[src/rtl/alu_pkg.sv]
// Shared definitions for the ALU: default operand width and opcode encodings.
package alu_pkg;

    localparam int DEFAULT_WIDTH = 32;

    localparam logic [2:0] OP_ADD  = 3'b000;
    localparam logic [2:0] OP_SUB  = 3'b001;
    localparam logic [2:0] OP_MUL  = 3'b010;
    localparam logic [2:0] OP_RAND = 3'b011;
    localparam logic [2:0] OP_RSVD = 3'b100;
    localparam logic [2:0] OP_XOR  = 3'b101;
    localparam logic [2:0] OP_SHL  = 3'b110;
    localparam logic [2:0] OP_SHR  = 3'b111;

endpackage

[src/rtl/alu_if.sv]
// Operand/result bundle between the ALU and whatever drives it.
// The master side supplies operands and opcode; the slave side (the ALU) returns
// the registered result and its flags.
interface alu_if import alu_pkg::*; #(
    parameter int WIDTH = DEFAULT_WIDTH
);

    logic [WIDTH-1:0]   A;
    logic [WIDTH-1:0]   B;
    logic [2:0]         opcode;
    logic [2*WIDTH-1:0] out;
    logic               Sign_Flag;
    logic               Zero_Flag;

    modport master (
        output A, B, opcode,
        input  out, Sign_Flag, Zero_Flag
    );

    modport slave (
        input  A, B, opcode,
        output out, Sign_Flag, Zero_Flag
    );

endinterface

[src/rtl/alu_datapath.sv]
// Purely combinational ALU datapath. Operands are zero-extended to double width
// so that carries, borrows, full products and left-shifted bits all land in the
// upper half instead of being lost.
module alu_datapath import alu_pkg::*; #(
    parameter int WIDTH = DEFAULT_WIDTH
) (
    input  logic [WIDTH-1:0]   A,
    input  logic [WIDTH-1:0]   B,
    input  logic [2:0]         opcode,
    output logic [2*WIDTH-1:0] result
);

    localparam int RW = 2 * WIDTH;

    logic [RW-1:0] a_ext;
    logic [RW-1:0] b_ext;
    logic [4:0]    shamt;

    assign a_ext = {{WIDTH{1'b0}}, A};
    assign b_ext = {{WIDTH{1'b0}}, B};
    assign shamt = B[4:0];

    // Select the operation result; anything unrecognised yields zero.
    always_comb begin
        result = '0;
        case (opcode)
            OP_ADD:  result = a_ext + b_ext;
            OP_SUB:  result = a_ext - b_ext;
            OP_MUL:  result = a_ext * b_ext;
            OP_RAND: result = {{(RW-1){1'b0}}, &A};
            OP_RSVD: result = '0;
            OP_XOR:  result = {{WIDTH{1'b0}}, A ^ B};
            OP_SHL:  result = a_ext << shamt;
            OP_SHR:  result = {{WIDTH{1'b0}}, A >> shamt};
            default: result = '0;
        endcase
    end

endmodule

[src/rtl/alu.sv]
// Registered ALU top level. The datapath result is captured every cycle and
// both flags are computed from that same next value, so out and the flags can
// never disagree within a cycle.
module alu import alu_pkg::*; #(
    parameter int WIDTH = DEFAULT_WIDTH
) (
    input  logic  clk,
    input  logic  rst,
    alu_if.slave  bus
);

    logic [2*WIDTH-1:0] result;

    alu_datapath #(
        .WIDTH (WIDTH)
    ) u_datapath (
        .A      (bus.A),
        .B      (bus.B),
        .opcode (bus.opcode),
        .result (result)
    );

    // Result and flag registers; reset forces a zero result with the zero flag set.
    always_ff @(posedge clk) begin
        if (rst) begin
            bus.out       <= '0;
            bus.Sign_Flag <= 1'b0;
            bus.Zero_Flag <= 1'b1;
        end else begin
            bus.out       <= result;
            bus.Sign_Flag <= result[2*WIDTH-1];
            bus.Zero_Flag <= (result == '0);
        end
    end

endmodule

[src/flat_wrapper.sv]
// flat-port wrapper written by rule: the top's interface ports become plain ports
module alu_flat import alu_pkg::*;
#(
    parameter int WIDTH = DEFAULT_WIDTH
)
  (clk, rst, bus_A, bus_B, bus_opcode, bus_out, bus_Sign_Flag, bus_Zero_Flag);
  alu_if #(.WIDTH(WIDTH)) bus_i ();
  input  logic clk;
  input  logic rst;
  input wire logic [$bits(bus_i.A)-1:0] bus_A;
  input wire logic [$bits(bus_i.B)-1:0] bus_B;
  input wire logic [$bits(bus_i.opcode)-1:0] bus_opcode;
  output wire logic [$bits(bus_i.out)-1:0] bus_out;
  output wire logic [$bits(bus_i.Sign_Flag)-1:0] bus_Sign_Flag;
  output wire logic [$bits(bus_i.Zero_Flag)-1:0] bus_Zero_Flag;
  assign bus_i.A = bus_A;
  assign bus_i.B = bus_B;
  assign bus_i.opcode = bus_opcode;
  assign bus_out = bus_i.out;
  assign bus_Sign_Flag = bus_i.Sign_Flag;
  assign bus_Zero_Flag = bus_i.Zero_Flag;
  alu #(.WIDTH(WIDTH)) u_core (.clk(clk), .rst(rst), .bus(bus_i));
endmodule
[config.mk]
export PLATFORM = sky130hd
export DESIGN_NAME = alu_flat
export DESIGN_NICKNAME = d
export VERILOG_FILES = /design/src/rtl/alu_pkg.sv /design/src/rtl/alu_if.sv /design/src/rtl/alu_datapath.sv /design/src/rtl/alu.sv /design/src/flat_wrapper.sv
export SDC_FILE = /design/constraint.sdc
export NUM_CORES = 2
export LEC_CHECK = 0
export ABC_AREA = 1
export ABC_CLOCK_PERIOD_IN_PS = 12700
export BUFFER_PORTS_ARGS = -buffer_cell sky130_fd_sc_hd__buf_2
export CAP_MARGIN = 10
export CORE_MARGIN = 2
export CORE_UTILIZATION = 40
export CTS_CLUSTER_DIAMETER = 40
export CTS_CLUSTER_SIZE = 30
export DETAILED_ROUTE_END_ITERATION = 12
export PLACE_DENSITY_LB_ADDON = 0.12
export SYNTH_ARGS = -nofsm -noshare
export SYNTH_HDL_FRONTEND = slang
export SYNTH_HIERARCHICAL = 1
export SYNTH_SLANG_ARGS = --single-unit
[constraint.sdc]
create_clock -name clk -period 12.7 [get_ports clk]
set_clock_uncertainty 0.15 [all_clocks]
set_input_delay 3.81 -clock clk [delete_from_list [all_inputs] [get_ports clk]]
set_output_delay 3.81 -clock clk [all_outputs]
set_load 0.02 [all_outputs]
# Word-level counts from Yosys, hierarchy flattened
# Index checks and enable logic that the tools add are counted.
[word_totals] memories=0 romBits=0 latchBits=0 ff_bits=66 inputBits=69 ramBits=0
[op_classes] addsub=2 mul=1 n_bitwise=1 n_reduce_logical=3 shift=2 div=0 muxes=1 n_lt_le_gt_ge=0 n_eq_ne=7
[op_table] operator="$pmux 64 s8" count=1
[op_table] operator="$logic_not 64->1" count=1
[op_table] operator="$mul 32x32->64" count=1
[op_table] operator="$shl 32x5->64" count=1
[op_table] operator="$add 32x32->33" count=1
[op_table] operator="$sub 32x32->33" count=1
[op_table] operator="$reduce_and 32->1" count=1
[op_table] operator="$shr 32x5->32" count=1
[op_table] operator="$xor 32x32->32" count=1
[op_table] operator="$eq 3x3->1 const B" count=4
[op_table] operator="$eq 3x2->1 const B" count=2
[op_table] operator="$eq 3x1->1 const B" count=1
[op_table] operator="$logic_not 3->1" count=1

# Depth between registers and ports, before layout
[depth] depth_word=3 ltp_mapped=41 ltp_nobuf=37

# Modules after synthesis
# Netlist, hierarchy kept.
[modules_own_cells] module="alu_datapath" area_each_um2=45576.2 cells_each=6977 instances=1 seq_area_each_um2=0.0
[modules_own_cells] module="alu" area_each_um2=2065.7 cells_each=265 instances=1 seq_area_each_um2=1301.2

# Worst setup path before layout
# No wires, ideal clock.
[synth_path] path_kind="input port to flip-flop" from="input port bus_B[2]" to="register u_core.bus.Zero_Flag" path_slack_ps=1889 required_ps=12492 t_arrival_ps=10603 path_buffers=4 cell_stages=35 setup_time_ps=58 cell_sequence="buf_2 buf_2 buf_1 buf_1 nand2_1 fa_1 fa_1 inv_1 fa_1 inv_1 fa_1 inv_1 fa_1 fa_1 fa_1 fa_1 ha_1 nand2_1 nor2_1 inv_1 nor2_1 inv_1 o21bai_1 nand2_1 nand3_1 nand2_1 nand3_1 nand2_1 nor2_1 nand2_1 nor2_1 nand2_1 nor2_1 nand2_1 nand2_1"
[synth_via] elab_chain_cells=3 word_cells_on_any_way=8 cone_classes="add/sub (2); mul (1); shift (2); mux (1); bitwise (1); reduce/logical (1)"
[synth_rtl] element="start: declaration" line_no="flat_wrapper.sv:11" rtl="input wire logic [$bits(bus_i.B)-1:0] bus_B;"
[synth_rtl] element="$mul 32x32->64, or another cell as far along" line_no="alu_datapath.sv:29" rtl="OP_MUL: result = a_ext * b_ext;"
[synth_rtl] element="$pmux 64 s8 (*)" line_no="alu_datapath.sv:26" rtl="case (opcode)"
[synth_rtl] element="named net u_core.result[51]" line_no="alu.sv:12" rtl="logic [2*WIDTH-1:0] result;"
[synth_rtl] element="$logic_not 64->1 (*)" line_no="alu.sv:32" rtl="bus.Zero_Flag <= (result == '0);"
[synth_rtl] element="end signal: assignment" line_no="alu.sv:32"
[synth_rtl] element="end: declaration" line_no="alu_if.sv:22" rtl="output out, Sign_Flag, Zero_Flag"
# Mark *: on every way through the listed nets, which the timed path passes. The rest lies on a longest branch.
# A chain may end at the register's enable or synchronous reset.

# Worst setup path in the final report
[layout_path] from="input port bus_A[16]" to="register u_core.bus.Zero_Flag"
[layout_via] elab_chain_cells=3 word_cells_on_any_way=9 cone_classes="add/sub (2); mul (1); shift (2); mux (1); bitwise (1); reduce/logical (2)"
[layout_rtl] element="start: declaration" line_no="flat_wrapper.sv:10" rtl="input wire logic [$bits(bus_i.A)-1:0] bus_A;"
[layout_rtl] element="$mul 32x32->64, or another cell as far along" line_no="alu_datapath.sv:29"
[layout_rtl] element="$pmux 64 s8 (*)" line_no="alu_datapath.sv:26"
[layout_rtl] element="named net u_core.result[34]" line_no="alu.sv:12"
[layout_rtl] element="$logic_not 64->1 (*)" line_no="alu.sv:32"
# Marked as above.

==> results.toml <==
[yosys]
synth_ff_type = "dfxtp_1"
synthArstFlopShare_pct = 0
syn_area_um2 = 47600
ys.warnings.count = 6
postSynthCellCount = 7242
avgSynthCellArea_um2 = 6.58
synth_edf_count = 0
syn_nets = 8538
synth-seq-area-share_pct = 2.73
ys_ff_latch = 65
synth.distinct_cells = 46

[global_routing]
grt_max_degree = 72
grt_use_total_pct = 33.0
antenna_found_initial = 4
grt_overflow_total = 0
grt_pass1_wl_mm = 298
first_global_vias = 46000

[worst_setup_path]
cp-end-kind = "flop"
arrival_ns = 12.13
endpoint = "u_core/bus.Zero_Flag$_SDFF_PP1_"
path_max_fanout = 27
crit_start = "bus_A[16]"
required_ns = 12.83
path_class = "input port to flop"
slowest_delay_ns = 0.75
cp_slowest_cell = "buf_2"
cpMostUsedCell = "fa_1"
start_kind = "input port"

[timing]
finalHoldViolCount = 0
slew_headroom_pct = 28.3
rsz0062_at_grt = "false"
setup_viol = 0
worstMarginPinSlew_ns = 1.08
clock.fmax_mhz = 83.3
final.period_utilization_pct = 94.5
fin_tns_setup_ns = 0
drv_slew = 0
min_period_ns = 12.01

[outcome]
status = "complete, no violations"

[cts]
numCtsBuffers = 9
cts_setup_buffers = 0
cts_num_sinks = 65
htreeDepth = 3
cts_tree = "yes"
hold_buffers = 0
cts.path.max_buffers = 2
cts-resized-gates = 0
path_clk_slew_ns = 0.06
cts_root_buf = "clkbuf_16"

[drt]
drc = 0
wl_per_cell_um = 22.8
vias_per_cell = 5.12
drt-total-wl_mm = 198
drtPass1Iterations = 8
ant_nets = 0
drtIter0Drc = 3799
num_vias = 44400

[floorplan]
dieArea_um2 = 122000
core-area_um2 = 118000
io_pins = 135
initial_core_util_pct = 40.3
die_h_um = 349
row_count = 126
die_w_um = 349

[placed_design]
dp_hpwl_mm = 167
io_buffers = 134
gp_congestion = 1.05

[finish]
drive_gt1_share_pct = 4.06
final_common_cell = "nand2_1"
area_growth_pct = 4.43
mostFrequentLayoutCells = "nand2_1, inv_1, fa_1, nand3_1, nor2_1"
nets = 8426

[min_path]
min_path_cells = 2
hold_class = "input port to flop"

[flow_run]
cap_violations = 0
flip-flops by register name, summed over array words and instances (netlist names):
signal / flops
u_core/bus.Zero_Flag: 1
u_core/bus.out: 64
kinds of logic after synthesis:
group           share of synthesized area, %
fa+ha+maj                               46.4
simple gates                            28.0
compound gates                          3.19
buf+inv                                 19.4
flops                                   2.73
xor+xnor                               0.313
worst max-delay path, delay by kind of cell:
kind | cells | cell delay, ns
fa+ha+maj | 10 | 4.65
simple gates | 13 | 1.69
buf+inv | 6 | 1.36
compound gates | 2 | 0.59
synthesized netlist by cell type (all sizes together), types with 3 or more instances:
cell type | number | area (µm²)
a21boi | 3 | 22.5
a21oi | 122 | 614
a22oi | 7 | 52.6
and2 | 17 | 106
buf | 104 | 589
clkbuf | 231 | 871
dfxtp | 65 | 1300
fa | 897 | 18000
ha | 330 | 4130
inv | 2075 | 7800
nand2 | 2203 | 8330
nand3 | 540 | 2720
nand3b | 13 | 97.6
nand4 | 48 | 300
nor2 | 380 | 1480
nor3 | 32 | 188
nor4 | 3 | 33.8
o211ai | 25 | 188
o21ai | 96 | 480
o21bai | 16 | 120
or2 | 11 | 68.8
xnor2 | 6 | 52.6
xor2 | 11 | 96.3
worst min path at each step:
stage                                              from                            end
final                                               rst   u_core/bus.out[0]$_SDFF_PP0_
after global routing                                rst  u_core/bus.out[25]$_SDFF_PP0_
after CTS                                           rst   u_core/bus.out[7]$_SDFF_PP0_
after detailed placement  u_core/bus.out[14]$_SDFF_PP0_                    bus_out[14]
after global placement     u_core/bus.out[4]$_SDFF_PP0_                     bus_out[4]
after floorplan                                     rst  u_core/bus.out[61]$_SDFF_PP0_
through the flow:
step	utilization [%]	std cells	worst slack (ns)	cell area, µm²	hold WS (ns)
floorplan	-	7242	1.89	47600	3.90
global placement	41.8	8655	0.443	49400	4.08
detailed placement	41.8	8655	0.443	49400	4.08
CTS	42.1	8671	0.789	49700	4.01
global route	42.1	8672	0.475	49700	4.07
finish	42.1	8673	0.694	49800	4.00
metal layers:
| metal | GRT usage, % | share of wire, % | vias up |
|---|---|---|---|
| li1 | - | - | 20500 |
| met1 | 43.5 | 42 | 21900 |
| met2 | 55.6 | 47 | 1668 |
| met3 | 3.16 | 6.0 | 329 |
| met4 | 13.1 | 4.9 | 6 |
| met5 | 0 | 0.019 | - |
final cells by class:
type	count	area, µm²
timing repair buffer	212	1300
sequential	65	1300
clock inverter	7	108
antenna	2	5.00
tap	1536	1920
inverter	2075	7800
multi-input combinational	4767	37100
fill	13000	68300
clock buffer	9	225
Power is left out: the tool's default activity adds up to more than one toggle a clock period on the data nets, which glitch-free logic cannot reach.
